$ cat config.mk
export PLATFORM = sky130hd
export DESIGN_NAME = multi_cycle_ctrl_flat
export DESIGN_NICKNAME = d
export VERILOG_FILES = /design/src/rtl/multi_cycle_ctrl_if.sv /design/src/rtl/multi_cycle_ctrl.sv /design/src/flat_wrapper.sv
export SDC_FILE = /design/constraint.sdc
export NUM_CORES = 1
export LEC_CHECK = 0
export CORE_MARGIN = 2
export CORE_UTILIZATION = 53
export DETAILED_ROUTE_END_ITERATION = 8
export DONT_BUFFER_PORTS = 1
export PLACE_DENSITY = 0.71
export SLEW_MARGIN = 20
export SYNTH_ARGS = -nofsm -noshare
export SYNTH_HDL_FRONTEND = slang
export SYNTH_SLANG_ARGS = --single-unit
$ cat constraint.sdc
create_clock -name clk -period 1.87 [get_ports clk]
set_clock_uncertainty 0.1 [all_clocks]
set_input_delay 0.0935 -clock clk [delete_from_list [all_inputs] [get_ports clk]]
set_output_delay 0.0935 -clock clk [all_outputs]
set_load 0.01 [all_outputs]
$ cat src/rtl/multi_cycle_ctrl_if.sv
// Control bundle between the multi-cycle MIPS controller and its datapath.
// Latency: none; this is wiring only.
// Backpressure: memory stalls arrive on mem_ready, and every other signal is a level.
interface multi_cycle_ctrl_if;
    // Datapath to controller
    logic [5:0] op;            // IR[31:26]
    logic       zero;          // ALU zero flag
    logic       mem_ready;     // memory access completes this cycle

    // Controller to datapath
    logic       pc_write;
    logic       pc_write_cond;
    logic       i_or_d;
    logic       mem_read;
    logic       mem_write;
    logic       ir_write;
    logic       mem_to_reg;
    logic       reg_dst;
    logic       reg_write;
    logic       alu_src_a;
    logic [1:0] alu_src_b;
    logic [1:0] alu_op;
    logic [1:0] pc_source;
    logic       illegal_op;
    logic [3:0] state;         // debug view of the current state

    // Controller side
    modport master (
        input  op, zero, mem_ready,
        output pc_write, pc_write_cond, i_or_d, mem_read, mem_write, ir_write,
               mem_to_reg, reg_dst, reg_write, alu_src_a, alu_src_b, alu_op,
               pc_source, illegal_op, state
    );

    // Datapath side
    modport slave (
        output op, zero, mem_ready,
        input  pc_write, pc_write_cond, i_or_d, mem_read, mem_write, ir_write,
               mem_to_reg, reg_dst, reg_write, alu_src_a, alu_src_b, alu_op,
               pc_source, illegal_op, state
    );
endinterface

$ cat src/rtl/multi_cycle_ctrl.sv
// Moore FSM sequencing the multi-cycle MIPS datapath (R-type, lw, sw, beq, j).
// Latency: R=4, lw=5, sw=4, beq=3, j=3 cycles, plus one per mem_ready=0 cycle in a memory state.
// Backpressure: IF/MRD/MWR hold until mem_ready when MEM_WAIT_EN=1, and never stall when it is 0.
module multi_cycle_ctrl #(
    parameter bit MEM_WAIT_EN = 1'b1
) (
    input  logic                   clk,
    input  logic                   rst,
    multi_cycle_ctrl_if.master     bus
);

    localparam logic [3:0] S_IF   = 4'd0;
    localparam logic [3:0] S_ID   = 4'd1;
    localparam logic [3:0] S_MADR = 4'd2;
    localparam logic [3:0] S_MRD  = 4'd3;
    localparam logic [3:0] S_MWB  = 4'd4;
    localparam logic [3:0] S_MWR  = 4'd5;
    localparam logic [3:0] S_REX  = 4'd6;
    localparam logic [3:0] S_RWB  = 4'd7;
    localparam logic [3:0] S_BEQ  = 4'd8;
    localparam logic [3:0] S_JMP  = 4'd9;

    localparam logic [5:0] OP_RTYPE = 6'b000000;
    localparam logic [5:0] OP_LW    = 6'b100011;
    localparam logic [5:0] OP_SW    = 6'b101011;
    localparam logic [5:0] OP_BEQ   = 6'b000100;
    localparam logic [5:0] OP_J     = 6'b000010;

    logic [3:0] state_q, state_d;
    logic [5:0] op_q, op_d;      // opcode captured in ID and used to steer MADR
    logic       mem_rdy;         // effective memory-ready after the wait-enable option
    logic       op_known;        // opcode is one of the five supported classes

    // With waits disabled every memory access is assumed to finish in one cycle.
    assign mem_rdy = MEM_WAIT_EN ? bus.mem_ready : 1'b1;

    // Opcode classification used by both the ID branch and the illegal-op flag.
    always_comb begin
        op_known = 1'b0;
        case (bus.op)
            OP_RTYPE, OP_LW, OP_SW, OP_BEQ, OP_J: op_known = 1'b1;
            default:                              op_known = 1'b0;
        endcase
    end

    // State and latched-opcode registers; reset aborts any instruction in flight.
    always_ff @(posedge clk) begin
        if (rst) begin
            state_q <= S_IF;
            op_q    <= '0;
        end else begin
            state_q <= state_d;
            op_q    <= op_d;
        end
    end

    // Next-state logic; unused state codes fall back to IF.
    always_comb begin
        state_d = S_IF;
        op_d    = op_q;
        case (state_q)
            S_IF: begin
                state_d = mem_rdy ? S_ID : S_IF;
            end
            S_ID: begin
                op_d = bus.op;
                case (bus.op)
                    OP_RTYPE:     state_d = S_REX;
                    OP_LW, OP_SW: state_d = S_MADR;
                    OP_BEQ:       state_d = S_BEQ;
                    OP_J:         state_d = S_JMP;
                    default:      state_d = S_IF;
                endcase
            end
            S_MADR: begin
                // Only lw or sw can reach MADR, so anything not lw is a store.
                state_d = (op_q == OP_LW) ? S_MRD : S_MWR;
            end
            S_MRD: begin
                state_d = mem_rdy ? S_MWB : S_MRD;
            end
            S_MWB: begin
                state_d = S_IF;
            end
            S_MWR: begin
                state_d = mem_rdy ? S_IF : S_MWR;
            end
            S_REX: begin
                state_d = S_RWB;
            end
            S_RWB: begin
                state_d = S_IF;
            end
            S_BEQ: begin
                state_d = S_IF;
            end
            S_JMP: begin
                state_d = S_IF;
            end
            default: begin
                state_d = S_IF;
            end
        endcase
    end

    // Output decode from the state; write strobes are suppressed while reset is held.
    always_comb begin
        bus.pc_write      = 1'b0;
        bus.pc_write_cond = 1'b0;
        bus.i_or_d        = 1'b0;
        bus.mem_read      = 1'b0;
        bus.mem_write     = 1'b0;
        bus.ir_write      = 1'b0;
        bus.mem_to_reg    = 1'b0;
        bus.reg_dst       = 1'b0;
        bus.reg_write     = 1'b0;
        bus.alu_src_a     = 1'b0;
        bus.alu_src_b     = 2'b00;
        bus.alu_op        = 2'b00;
        bus.pc_source     = 2'b00;
        bus.illegal_op    = 1'b0;
        case (state_q)
            S_IF: begin
                // PC+4 is computed every cycle but committed only with the IR load,
                // so the PC advances exactly once per fetch regardless of stalls.
                bus.mem_read  = 1'b1;
                bus.alu_src_b = 2'b01;
                bus.ir_write  = mem_rdy;
                bus.pc_write  = mem_rdy;
            end
            S_ID: begin
                // Speculative branch target into ALUOut.
                bus.alu_src_b  = 2'b11;
                bus.illegal_op = ~op_known;
            end
            S_MADR: begin
                bus.alu_src_a = 1'b1;
                bus.alu_src_b = 2'b10;
            end
            S_MRD: begin
                bus.mem_read = 1'b1;
                bus.i_or_d   = 1'b1;
            end
            S_MWB: begin
                bus.reg_write  = 1'b1;
                bus.mem_to_reg = 1'b1;
            end
            S_MWR: begin
                bus.mem_write = 1'b1;
                bus.i_or_d    = 1'b1;
            end
            S_REX: begin
                bus.alu_src_a = 1'b1;
                bus.alu_op    = 2'b10;
            end
            S_RWB: begin
                bus.reg_write = 1'b1;
                bus.reg_dst   = 1'b1;
            end
            S_BEQ: begin
                bus.alu_src_a     = 1'b1;
                bus.alu_op        = 2'b01;
                bus.pc_write_cond = 1'b1;
                bus.pc_source     = 2'b01;
            end
            S_JMP: begin
                bus.pc_write  = 1'b1;
                bus.pc_source = 2'b10;
            end
            default: begin
            end
        endcase
        if (rst) begin
            bus.pc_write      = 1'b0;
            bus.pc_write_cond = 1'b0;
            bus.mem_read      = 1'b0;
            bus.mem_write     = 1'b0;
            bus.ir_write      = 1'b0;
            bus.reg_write     = 1'b0;
        end
    end

    assign bus.state = state_q;

endmodule

$ cat src/flat_wrapper.sv
// flat-port wrapper written by rule: the top's interface ports become plain ports
module multi_cycle_ctrl_flat 
#(
    parameter bit MEM_WAIT_EN = 1'b1
)
  (clk, rst, bus_op, bus_zero, bus_mem_ready, bus_pc_write, bus_pc_write_cond, bus_i_or_d, bus_mem_read, bus_mem_write, bus_ir_write, bus_mem_to_reg, bus_reg_dst, bus_reg_write, bus_alu_src_a, bus_alu_src_b, bus_alu_op, bus_pc_source, bus_illegal_op, bus_state);
  multi_cycle_ctrl_if bus_i ();
  input  logic clk;
  input  logic rst;
  input wire logic [$bits(bus_i.op)-1:0] bus_op;
  input wire logic [$bits(bus_i.zero)-1:0] bus_zero;
  input wire logic [$bits(bus_i.mem_ready)-1:0] bus_mem_ready;
  output wire logic [$bits(bus_i.pc_write)-1:0] bus_pc_write;
  output wire logic [$bits(bus_i.pc_write_cond)-1:0] bus_pc_write_cond;
  output wire logic [$bits(bus_i.i_or_d)-1:0] bus_i_or_d;
  output wire logic [$bits(bus_i.mem_read)-1:0] bus_mem_read;
  output wire logic [$bits(bus_i.mem_write)-1:0] bus_mem_write;
  output wire logic [$bits(bus_i.ir_write)-1:0] bus_ir_write;
  output wire logic [$bits(bus_i.mem_to_reg)-1:0] bus_mem_to_reg;
  output wire logic [$bits(bus_i.reg_dst)-1:0] bus_reg_dst;
  output wire logic [$bits(bus_i.reg_write)-1:0] bus_reg_write;
  output wire logic [$bits(bus_i.alu_src_a)-1:0] bus_alu_src_a;
  output wire logic [$bits(bus_i.alu_src_b)-1:0] bus_alu_src_b;
  output wire logic [$bits(bus_i.alu_op)-1:0] bus_alu_op;
  output wire logic [$bits(bus_i.pc_source)-1:0] bus_pc_source;
  output wire logic [$bits(bus_i.illegal_op)-1:0] bus_illegal_op;
  output wire logic [$bits(bus_i.state)-1:0] bus_state;
  assign bus_i.op = bus_op;
  assign bus_i.zero = bus_zero;
  assign bus_i.mem_ready = bus_mem_ready;
  assign bus_pc_write = bus_i.pc_write;
  assign bus_pc_write_cond = bus_i.pc_write_cond;
  assign bus_i_or_d = bus_i.i_or_d;
  assign bus_mem_read = bus_i.mem_read;
  assign bus_mem_write = bus_i.mem_write;
  assign bus_ir_write = bus_i.ir_write;
  assign bus_mem_to_reg = bus_i.mem_to_reg;
  assign bus_reg_dst = bus_i.reg_dst;
  assign bus_reg_write = bus_i.reg_write;
  assign bus_alu_src_a = bus_i.alu_src_a;
  assign bus_alu_src_b = bus_i.alu_src_b;
  assign bus_alu_op = bus_i.alu_op;
  assign bus_pc_source = bus_i.pc_source;
  assign bus_illegal_op = bus_i.illegal_op;
  assign bus_state = bus_i.state;
  multi_cycle_ctrl #(.MEM_WAIT_EN(MEM_WAIT_EN)) u_core (.clk(clk), .rst(rst), .bus(bus_i));
endmodule
# Word level (Yosys, flattened, before mapping)
# Index checks and enable logic that the tools add are counted.
[totals] regBits=10 inputBits=10 out_inout_bits=21 elab_cells=52
[op_classes] eq_ne=14 muxes=27 bitwise=1 n_reduce_logical=8
[op_table] cell="$pmux 4 s6" count=1
[op_table] cell="$eq 6x6->1 const B" count=3
[op_table] cell="$mux 1" count=18
[op_table] cell="$eq 4x3->1 const B" count=4
[op_table] cell="$pmux 4 s4" count=1
[op_table] cell="$mux 3" count=3
[op_table] cell="$eq 4x2->1 const B" count=2
[op_table] cell="$eq 4x4->1 const B" count=2
[op_table] cell="$pmux 2 s2" count=2
[op_table] cell="$reduce_or 2->1" count=4
[op_table] cell="$eq 6x2->1 const B" count=1
[op_table] cell="$eq 6x3->1 const B" count=1
[op_table] cell="$logic_not 6->1" count=1
[op_table] cell="$pmux 2 s3" count=1
[op_table] cell="$reduce_or 5->1" count=1
[op_table] cell="$eq 4x1->1 const B" count=1
[op_table] cell="$logic_not 4->1" count=1
[op_table] cell="$reduce_or 3->1" count=1
[op_table] cell="$pmux 1 s2" count=1
[op_table] cell="$not 1->1" count=1

# Depth between registers and ports, before layout
[logic_depth] depth_word=5 ltp_mapped=6

# Worst setup path after synthesis
# No wires, ideal clock.
[synth_timing] path_kind="register to register" start="register u_core.state_q[1], in the netlist u_core.bus.state[1]" end="register u_core.state_q[1], in the netlist u_core.bus.state[1]" setup_time_ns=0.066 arrival_time_ns=1.804 required_time_ns=1.704 setup_slack_ns=-0.100 stages_incl_launch_ff=7 n_path_buf=2 period_less_slack_ns=1.970 path_cell_list="dfxtp_1 buf_6 or4b_1 buf_2 or3_4 or2_1 a21boi_2"
[synth_between] elab_chain_cells=2 elab_cells_between_ends=7 classes_between="5 x eq/ne; 1 x mux; 1 x reduce/logical"
[synth_lines] item="start, declared" line="multi_cycle_ctrl.sv:29" source="logic [3:0] state_q, state_d;"
[synth_lines] item="start signal, assigned" line="multi_cycle_ctrl.sv:52" source="state_q <= state_d;"
[synth_lines] item="$eq 4x3->1, or another cell as far along" line="multi_cycle_ctrl.sv:61" source="case (state_q)"
[synth_lines] item="$pmux 4 s6 (*)" line="multi_cycle_ctrl.sv:61"
# Mark *: on every way between the ends. The rest lies on a longest branch, timed or not.
# A chain may end at the register's enable or synchronous reset.

# Worst setup path in the final report
[layout_timing] start="register u_core.state_q[1], in the netlist u_core.bus.state[1]" end="output port bus_alu_src_b[1]"
[layout_between] elab_chain_cells=2 elab_cells_between_ends=4 classes_between="2 x eq/ne; 1 x mux; 1 x reduce/logical"
[layout_lines] item="$eq 4x2->1, or another cell as far along" line="multi_cycle_ctrl.sv:122" source="case (state_q)"
[layout_lines] item="$pmux 2 s3 (*)" line="multi_cycle_ctrl.sv:122"
[layout_lines] item="end, declared" line="flat_wrapper.sv:23" source="output wire logic [$bits(bus_i.alu_src_b)-1:0] bus_alu_src_b;"
# Marks and branches as above.

==> impl_metrics.tcl <==
set metrics [dict create \
    fin_ws_ns 0.0856 \
    pwr-share-seq_pct 49.5 \
    synthesis.area_um2 697 \
    start_util_pct 54.9 \
    ys_seq_elements 10 \
    via_count 781 \
    numCtsBuffers 3 \
    crit_arrival_ns 1.59 \
    synth_top_cell_by_area "dfxtp_1" \
    routabilityCongestion 0.727 \
    status "finished, final reports clean" \
    min_path_type "input pin to flop" \
    avgSynthCellArea_um2 7.04 \
    clkPwrFrac_pct 32.5 \
    synthFlopType "dfxtp_1" \
    period_minus_slack_ns 1.78 \
    core_area_um2 1270 \
    grt_first_pass_wirelength_um 2610 \
    preCtsSetupSlack_ns 0.150 \
    yosysWarnings 0 \
    clock_latency_ns 0.27 \
    finalHoldViolations 0 \
    hpwl_um 1160 \
    cpPeakStageDelay_ns 0.36 \
    grt_pass1_vias 612 \
    drtIter0Drc 31 \
    io_buffers 0 \
    ctsResizeCount 0 \
    num-nets-final 119 \
    cpMaxStageDelayCell "or3_1" \
    design.die.area_um2 1620 \
    grt_max_degree 19 \
    syn_inst 99 \
    postCtsSetupRepairBufs 0 \
    setup_viol 0 \
    synth_common_cells "nand2_1, dfxtp_1, nor3_1, a21oi_1, nor2_1" \
    leakagePower_nw 0.288 \
    antennaDiodeCount 0 \
    critPathKind "flop to primary output" \
    drv_cap 0 \
    internal-power_w 0.000331 \
    root_buffer "clkbuf_4" \
    routed_wl_um 1790 \
    gr-usage-all-layers_pct 25.1 \
    p_switching_w 0.000122 \
    final_cells 122 \
    cp_cell_sequence "buf_4 > or2b_1 > or3_1 > nand2_1" \
    timing.fmax_mhz 560 \
    clk_path_buf_depth 2 \
    clock_sinks 10 \
    cts-hold-fix-buffers 7 \
    p_sw_share_pct 26.9 \
    syn_to_final_growth_pct 17.1 \
    relSlewSlack_pct 65.4 \
    yosysSeqAreaShare_pct 28.7 \
    final_antenna_net_count 0 \
    fin_util_pct 64.3 \
    antenna_found_initial 0 \
    synth_edf_count 0 \
    p_comb_share_pct 18.0 \
    hold_slack_ns 0.00899 \
    yosysMostFrequentCell "nand2_1" \
    clkSlewWorstSetupHoldPaths_ns 0.06 \
    overflow 0 \
    crit_path_end_kind "primary output" \
    wire_per_inst_um 14.7 \
    ir_worst_vdd_mv 0.302 \
    async_flop_share_pct 0 \
    dp.cells 112 \
    tritoncts "built" \
    htreeDepth 1 \
    synth.area.top_cells "dfxtp_1, nand2_1, nor3_1" \
    drive_gt1_share_pct 11.2 \
    num_rows 13 \
    avgViaCountPerCell 6.40 \
    die-width_um 40.3 \
    start_kind "flop" \
    yosysUniqueCellTypes 35 \
    slew_violations 0 \
    crit_required_ns 1.68 \
    syn-num-nets 109 \
    rsz0062_at_grt "false" \
    yosysTopAreaCellShare_pct 28.7 \
    worst_slew_pin_slew_ns 0.514 \
    power_density_nw_per_um2 556 \
    crit_path_max_fanout 18 \
    num_io_pins 31 \
    fin_setup_tns_ns 0 \
    drc 0 \
    dr.pass1.iters 4 \
    fin_crit_sh_pct 95.4 \
    die_h_um 40.3 \
]
==> final cells by class <==
class,count,area (um2)
Tap cell,15,18.8
Sequential cell,10,201
Timing Repair Buffer,13,115
Clock buffer,3,22.5
Inverter,2,7.51
Multi-Input combinational cell,79,450
Fill cell,125,453
==> cell families (layout without fill, tap and decap cells) <==
kind of cell | count (synthesis) | in the layout | synth area share, %
AO/OA/AOI/OAI | 22 | 22 | 20.6
XOR/XNOR | 2 | 2 | 2.51
buffers and inverters | 10 | 18 | 6.64
flip-flops | 10 | 10 | 28.7
AND/OR/NAND/NOR | 55 | 55 | 41.5
==> cell usage in the layout, fill, tap and decap left out, types with 3 or more instances in the layout <==
cell,instances
dfxtp_1,9
buf_4,6
nand2_1,17
a21oi_1,9
nor2_1,6
nor4_1,4
clkbuf_4,3
o21a_1,3
nand2b_1,3
nor3_1,10
dlygate4sd3_1,7
==> flip-flops by register name, summed over array words and instances, names as in the netlist <==
signal and count:
u_core.op_q 6, u_core.bus.state 4
==> power groups by stage <==
stage / clock network, W / logic, W / registers [W]
after floorplan: 0 / 0.0000546 / 0.000231
after global placement: 0 / 0.0000617 / 0.000229
after detailed placement: 0 / 0.0000630 / 0.000229
after CTS: 0.000152 / 0.0000798 / 0.000225
after global routing: 0.000162 / 0.0000890 / 0.000225
final: 0.000147 / 0.0000815 / 0.000225
==> final timing paths <==
| path | from | to | slack [ns] | cells after the start |
|---|---|---|---|---|
| max | u_core.bus.state[1] | bus_alu_src_b[1] | 0.09 | 4 |
| min | bus_op[1] | u_core.bus.state[2] | 0.009 | 2 |
| max reg2reg | u_core.bus.state[3] | u_core.bus.state[2] | 0.10 | 4 |
| min reg2reg | u_core.op_q[0] | u_core.op_q[0] | 0.36 | 2 |
==> metrics by stage <==
step	cell area (um2)	total power, W
6_report	816	0.000453
5_1_grt	816	0.000476
4_1_cts	816	0.000456
2_1_floorplan	704	0.000285
3_3_place_gp	723	0.000291
3_5_place_dp	723	0.000292
==> layer usage <==
layer	vias up	share of wire, %	track usage (%)	wire length [um]
li1	375	-	-	-
met4	0	3.3	13.3	59
met2	51	43	35.1	776
met1	345	41	32.7	743
met3	10	12	10.0	211
met5	-	0	0	0
==> critical path: cells and delay by family, from the launching register on <==
| family | cells | cell delay [ns] |
|---|---|---|
| simple gates | 3 | 0.79 |
| flops | 1 | 0.32 |
| buf+inv | 1 | 0.21 |
(Power assumes the default switching activity.)
